===== src/rtl/output_collector_pkg.sv =====
// Shared sizing, types and helpers for the systolic-array output collector.
// The optional OUT_RELU_EN macro (see output_collector.sv) uses relu() from here.
package output_collector_pkg;

  localparam int N     = 4;
  localparam int LOG_N = 2;
  localparam int ACC_W = 16;

  // Column write pointer counts 0..N, so it carries one extra bit
  localparam logic [LOG_N:0]   WPTR_FULL = (LOG_N+1)'(N);
  localparam logic [LOG_N:0]   WPTR_LAST = (LOG_N+1)'(N - 1);
  localparam logic [LOG_N-1:0] RPTR_LAST = LOG_N'(N - 1);

  typedef logic signed [ACC_W-1:0] acc_t;

  typedef enum logic {
    S_COLLECT = 1'b0,
    S_DRAIN   = 1'b1
  } state_t_oc;

  // Clamp negative partial sums to zero
  function automatic acc_t relu(input acc_t x);
    return (x < 0) ? '0 : x;
  endfunction

endpackage


===== src/rtl/output_collector.sv =====
// Output collector: gathers one N x N result matrix from the bottom PE row,
// absorbing per-column skew, then drains it row by row with a valid/ready
// handshake. Late or surplus strobes are dropped and latch a sticky overflow.
// Optional build macro: OUT_RELU_EN clamps negative output elements to zero
// on the way out (buffer contents keep the raw values).
//
// state     | meaning
// ----------+-------------------------------------------------------------
// S_COLLECT | capturing per-column strobes into the buffer, ready_o high
// S_DRAIN   | presenting buf[rptr] on out_row_o until row N-1 is accepted
module output_collector
  import output_collector_pkg::*;
(
  input  logic             clk_i,
  input  logic             rst_ni,
  input  acc_t [N-1:0]     psum_i,
  input  logic [N-1:0]     acc_valid_i,
  output logic             ready_o,
  output acc_t [N-1:0]     out_row_o,
  output logic             out_valid_o,
  input  logic             out_ready_i,
  output logic             out_last_o,
  output logic             overflow_o
);

  state_t_oc        state;
  logic [LOG_N-1:0] rptr;
  logic             overflow_q;

  acc_t [N-1:0]     rd_row;
  logic [N-1:0]     col_done_nxt;
  logic [N-1:0]     col_ovf;
  logic             drain_done;

  // Last row accepted: every column pointer rewinds on this edge
  assign drain_done = (state == S_DRAIN) && out_ready_i && (rptr == RPTR_LAST);

  for (genvar j = 0; j < N; j++) begin : g_col
    logic [LOG_N:0] wptr;
    acc_t           col_mem [N];
    logic           full;
    logic           wr_en;

    assign full  = (wptr == WPTR_FULL);
    assign wr_en = (state == S_COLLECT) && acc_valid_i[j] && !full;

    // Column is complete after this edge if already full or this write fills it
    assign col_done_nxt[j] = full || (wr_en && (wptr == WPTR_LAST));

    // Any strobe during drain, or onto a full column, is an overflow
    assign col_ovf[j] = acc_valid_i[j] && ((state == S_DRAIN) || full);

    assign rd_row[j] = col_mem[rptr];

    // Per-column capture: independent pointers absorb the wavefront skew
    always_ff @(posedge clk_i) begin
      if (!rst_ni) begin
        wptr <= '0;
      end else if (drain_done) begin
        wptr <= '0;
      end else if (wr_en) begin
        col_mem[wptr[LOG_N-1:0]] <= psum_i[j];
        wptr                     <= wptr + 1'b1;
      end
    end
  end

  // Collect/drain sequencing, row pointer and sticky overflow
  always_ff @(posedge clk_i) begin
    if (!rst_ni) begin
      state      <= S_COLLECT;
      rptr       <= '0;
      overflow_q <= 1'b0;
    end else begin
      if (|col_ovf) overflow_q <= 1'b1;
      case (state)
        S_COLLECT: begin
          if (&col_done_nxt) state <= S_DRAIN;
        end
        S_DRAIN: begin
          if (out_ready_i) begin
            if (rptr == RPTR_LAST) begin
              rptr  <= '0;
              state <= S_COLLECT;
            end else begin
              rptr <= rptr + 1'b1;
            end
          end
        end
        default: state <= S_COLLECT;
      endcase
    end
  end

  assign ready_o     = (state == S_COLLECT);
  assign out_valid_o = (state == S_DRAIN);
  assign out_last_o  = (state == S_DRAIN) && (rptr == RPTR_LAST);
  assign overflow_o  = overflow_q;

  // Output row mux: zero outside drain, optional clamp of negative elements
  always_comb begin
    out_row_o = '0;
    if (state == S_DRAIN) begin
      for (int j = 0; j < N; j++) begin
`ifdef OUT_RELU_EN
        out_row_o[j] = relu(rd_row[j]);
`else
        out_row_o[j] = rd_row[j];
`endif
      end
    end
  end

endmodule


===== config.mk =====
export PLATFORM = sky130hd
export DESIGN_NAME = output_collector
export DESIGN_NICKNAME = d
export VERILOG_FILES = /design/src/rtl/output_collector_pkg.sv /design/src/rtl/output_collector.sv
export SDC_FILE = /design/constraint.sdc
export NUM_CORES = 1
export LEC_CHECK = 0
export CORE_MARGIN = 3
export CORE_UTILIZATION = 55
export DETAILED_ROUTE_END_ITERATION = 12
export GPL_ROUTABILITY_DRIVEN = 0
export PLACE_DENSITY_LB_ADDON = 0.05
export RECOVER_POWER = 25
export SYNTH_ARGS = -nofsm -noshare
export SYNTH_HDL_FRONTEND = slang
export SYNTH_SLANG_ARGS = --single-unit

===== constraint.sdc =====
create_clock -name clk_i -period 3.5 [get_ports clk_i]
set_input_delay 0.7 -clock clk_i [delete_from_list [all_inputs] [get_ports clk_i]]
set_output_delay 0.7 -clock clk_i [all_outputs]
set_load 0.1 [all_outputs]

==> results.toml, run 1 <==
[outcome]
status = "finished clean"

[grt]
grt_usage_pct = 19.04
grt_pass1_vias = 5969
antenna_found_initial = 1
globalRouteOverflowTotal = 0
grt_pass1_wl_um = 32530
grt_max_degree = 65

[setup_path]
rrSetupSlack_ps = 1060
cp-start-kind = "flip-flop"
crit_path_end_kind = "output port"
rr_startpoint = "out_valid_o$_SDFF_PN0_"
critPathKind = "flip-flop to output port"
arrival_ps = 2320
reg2reg_depth = 4
required_ps = 2800
crit_fanout = 64
r2r-end = "g_col[2].col_mem[0][5]$_DFFE_PP_"

[die]
coreArea_um2 = 19080
die-area_um2 = 21600
start_util_pct = 57.27
die_x_um = 147.0
fp.dieH_um = 147.0
ioPinCount = 139
rows = 50

[drt]
drt_pass1_iterations = 5
drt-total-wl_um = 20280
drc = 0
dr_total_vias = 5575
dr.first_iter.drc_count = 384
antenna_left = 0
wire_per_inst_um = 20.46
viasPerCell = 5.626

[layout]
area_delta_synth_final_pct = 23.43
mostFrequentLayoutCells = "edfxtp_1, and2_1, buf_4"
fin_nets = 803
fill_cells = 1211
final_common_cell = "edfxtp_1"
drive_gt1_share_pct = 25.48

[hold_path]
min_path_type = "flip-flop to flip-flop"
worst_hold_path.num_cells = 2
min_from = "rptr[1]$_SDFFE_PN0N_"

[pwr]
power_mw = 6.666
p_leak_nw = 4.623
pwr-share-clk_pct = 40.0
p_int_mw = 5.365
p_comb_share_pct = 4.4
seqPwrFrac_pct = 55.5
switching_share_pct = 19.52
powerDensity_nw_per_um2 = 494.2
switchingPower_mw = 1.301
ir_drop_v = 0.0004407

[synthesis]
syn_avg_cell_area_um2 = 19.94
syn_inst = 548
synth.area.top_cells = "edfxtp_1, mux4_2, and2_1"
yosysUniqueCellTypes = 28
synth_warnings = 0
ys_ff_latch = 274
synth-seq-area-share_pct = 73.64
syn_nets = 640
syn-cell-area_um2 = 10930
yosysTopAreaCellShare_pct = 70.35
synth_area_leader_cell = "edfxtp_1"

[sta]
worst_pin_slew_ps = 757.8
fin_skew_ps = 13.89
min_period_over_period_pct = 86.33
hold_viol_final = 0
rsz0062_at_grt = "false"
finalWorstPathRequiredPeriod_ps = 3022
drv_slew = 0
setup-violations-final = 0
tns_ps = 0
relSlewSlack_pct = 49.48
maxClockFrequency_mhz = 331.0

[run]
maxCapViolations = 0

[clocking]
postCtsSetupBuffers = 0
clock_path_buffers = 3
numCtsBuffers = 27
clk_latency_ps = 520
cts_tree = "built"
cts_sinks = 274
cts-root-buf = "clkbuf_16"
holdBufCountCts = 0
clkTransAtPathRegs_ps = 60
htree_levels = 1
cts_resized = 0

[placement]
numPortBuffers = 138
dp_hpwl_um = 12540
[power by group through the flow]
stage / clock, mW / combinational (mW) / sequential (mW)
after floorplan: 0 / 0.128 / 3.77
after global placement: 0 / 0.291 / 3.76
after detailed placement: 0 / 0.306 / 3.77
after CTS: 2.73 / 0.308 / 3.70
after global routing: 2.87 / 0.326 / 3.71
final: 2.67 / 0.297 / 3.70
[stage by stage]
step                utilization (%)  instances  area (um2)  hold slack [ps]  worst slack (ps)
finish                        70.69        991       13490            505.4             478.5
CTS                           70.68        990       13490            505.2             404.2
floorplan                         -        548       10930            453.9             459.8
detailed placement            66.39        942       12670            495.7             697.4
global placement              66.39        942       12670            455.7             737.5
global route                  70.69        991       13490            542.7             323.5
[registers in the layout, indices dropped and copies added, names as in the netlist, named ones only]
signal and flops:
g_col.col_mem 256, g_col.wptr 12, out_valid_o 1, overflow_o 1
rptr 2
[synth_stat cells]
master    count
a2111o_1      1
a21o_1        2
a21oi_1      12
a21oi_2       1
a221oi_1      3
a22oi_1       3
a41oi_1       1
and2_1       69
and3_1       16
buf_12        6
buf_2         7
buf_6         1
clkbuf_1      9
clkbuf_2      1
dfxtp_1      18
edfxtp_1    256
ha_1         21
inv_1        14
mux4_1        4
mux4_2       60
nand2_1       6
nand2b_1      5
nand3_1       9
nand3b_1      1
nor2_1        5
nor2b_1       4
o21ai_0      12
xor2_1        1
[kinds of logic after synthesis]
family,after synthesis,synth area share [%]
compound gates,35,1.946
xor+xnor,1,0.08016
fa+ha+maj,21,2.404
buf+inv,38,2.359
flops,274,73.64
mux,64,13.33
simple gates,115,6.240
[cell type report]
cell class	instances	area (um2)	share of cell area, %
multi-input cells	236	2623	19.44
diodes	1	2.502	0.01855
flip-flops and latches	274	8056	59.73
clock buffers	33	698.2	5.176
inverters	14	52.55	0.3896
repair buffers	158	1612	11.95
well taps	260	325.3	2.412
clock inverters	15	118.9	0.8813
[critical path, cell delays in order (launching register included)]
cell and delay (ps):
dfxtp_4 350, buf_12 430, mux4_1 620, and2_1 180, buf_4 230
[how the worst max path moves through the flow]
stage                                            end  depth (start not counted)
detailed placement  g_col[2].col_mem[0][8]$_DFFE_PP_                          5
finish                                 out_row_o[51]                          4
global route                           out_row_o[51]                          4
floorplan                               out_row_o[0]                          3
CTS                                    out_row_o[51]                          4
global placement    g_col[2].col_mem[0][0]$_DFFE_PP_                          5
[metal layers]
| metal | vias up | GRT usage [%] | wire [um] |
|---|---|---|---|
| met5 | - | 0 | 0 |
| met4 | 0 | 4.427 | 422 |
| met2 | 150 | 33.53 | 10470 |
| met1 | 2883 | 25.23 | 8434 |
| li1 | 2511 | - | - |
| met3 | 31 | 3.239 | 948 |
No activity file was read; power rests on OpenSTA's default activity.
==> run 2, diff against run 1 <==
- DONT_BUFFER_PORTS: unset -> 1
- REMOVE_ABC_BUFFERS: unset -> 1
==> run 2 against run 1 <==
  * Via count decreased by 5.6%
  * Worst hold slack got worse by 220 ps
  * Combinational power decreased by 44%
  * Clock skew decreased by 6.5 ps
  * Global-route usage decreased by 0.73 points
  * Critical path depth unchanged
  * Total power decreased by 2.2%
  * First-iteration DRC count decreased by 30%
  * Setup slack got worse by 34 ps
  * Die area unchanged
  * Clock power about the same
  * Largest cell class unchanged
==> results.toml, run 2 (synthesized netlist as in run 1, its figures left out) <==
[outcome]
status = "finished clean"

[setup_path]
required_ps = 2800
path_buf_inv = 2
crit_path_end_kind = "output port"
critPathKind = "flip-flop to output port"
rrSetupSlack_ps = 1070
cpPeakStageDelay_ps = 580
cp-start-kind = "flip-flop"
worstPathCellList = "buf_12, mux4_1, and2_1, buf_4"
arrival_ps = 2360
crit_fanout = 28
critPathSlowestCell = "mux4_1"
cp_top_family = "multiplexers"

[layout]
drive_gt1_share_pct = 26.89
design_area_um2 = 12470
mostFrequentLayoutCells = "edfxtp_1, buf_4, and2_1"
area_delta_synth_final_pct = 14.11
largest_reg_flops = 256
post-route-util_pct = 65.35
fin_nets = 720
final_common_cell = "edfxtp_1"

[die]
ioPinCount = 139
rows = 50
die-area_um2 = 21600
die_x_um = 147.0
coreArea_um2 = 19080
fp.dieH_um = 147.0
start_util_pct = 57.27

[pwr]
powerDensity_nw_per_um2 = 522.9
ir_drop_v = 0.0004114
p_leak_nw = 4.223

[sta]
worst_pin_slew_ps = 1041
fin_skew_ps = 7.370
drv_slew = 0
hold_viol_final = 0
min_period_over_period_pct = 87.29
setup-violations-final = 0
finalWorstPathRequiredPeriod_ps = 3055
relSlewSlack_pct = 30.50
maxClockFrequency_mhz = 327.3
final.setup.worst_slack_ps = 444.8
timing.hold.ws_ps = 283.4
rsz0062_at_grt = "false"
tns_ps = 0

[drt]
drt_pass1_iterations = 4
dr.first_iter.drc_count = 270
drc = 0
viasPerCell = 5.794
wire_per_inst_um = 21.70
antenna_left = 0
drt-total-wl_um = 19700
dr_total_vias = 5261

[placement]
post-place-ws_ps = 917.7
postPlaceCellArea_um2 = 11660
dp_hpwl_um = 12050
numPortBuffers = 0

[grt]
globalRouteOverflowTotal = 0
grt_max_degree = 43
grt_pass1_wl_um = 30900
grt_usage_pct = 18.31
antenna_found_initial = 0
grt_pass1_vias = 5635

[clocking]
clkTransAtPathRegs_ps = 60
clk_latency_ps = 510
htree_levels = 1
cts_resized = 0
holdBufCountCts = 0
clock_path_buffers = 3
cts_sinks = 274
cts_tree = "built"
numCtsBuffers = 27
cts-root-buf = "clkbuf_16"
postCtsSetupBuffers = 0

[run]
maxCapViolations = 0

[hold_path]
min_path_type = "primary input to flip-flop"
[run 2: cell count changes in the layout (fill, tap and decap cells not counted), sizes merged]
| cell | before | now |
|---|---|---|
| bufinv | 2 | 1 |
| inv | 15 | 14 |
| clkbuf | 33 | 36 |
| clkinv | 12 | 11 |
| dlygate4sd3 | 39 | 0 |
| clkdlybuf4s50 | 31 | 0 |
| buf | 88 | 75 |
[run 2: report_power, final]
group,switching (mW),internal (mW)
Clock,1.11,1.53
Combinational,0.0988,0.0684
Sequential,0.0389,3.68
[run 2: cell type report]
type | instances | area, um2
diodes | 1 | 2.502
clock buffers | 36 | 729.5
clock inverters | 12 | 77.57
fillers | 1289 | 6611
inverters | 14 | 52.55
multi-input cells | 236 | 2623
flip-flops and latches | 274 | 8059
well taps | 260 | 325.3
repair buffers | 75 | 600.6
[run 2: metal layers]
metal  part of all wire [%]  vias to the layer above  wire, um  track usage (%)
met2                     50                      159      9879            30.79
met5                      0                        -         0                0
met3                    7.9                       36      1550            6.015
li1                       -                     2346         -                -
met1                     40                     2720      7950            23.38
met4                    1.6                        0       323            4.613
[run 2: through the flow]
step	total power, mW	std cells
finish	6.521	908
global placement	3.940	859
global route	6.760	907
floorplan	3.901	524
CTS	6.577	907
detailed placement	3.955	859
[run 2: path summary, 6_finish.rpt]
kind	startpoint	endpoint	cells after the start
setup / recovery	flip-flop	out_row_o[63]	4
hold / removal	psum_i[37]	g_col[2].col_mem[0][5]$_DFFE_PP_	0
setup reg to reg	out_valid_o$_SDFF_PN0_	g_col[3].col_mem[3][6]$_DFFE_PP_	3
hold reg to reg	rptr[1]$_SDFFE_PN0N_	flip-flop	2
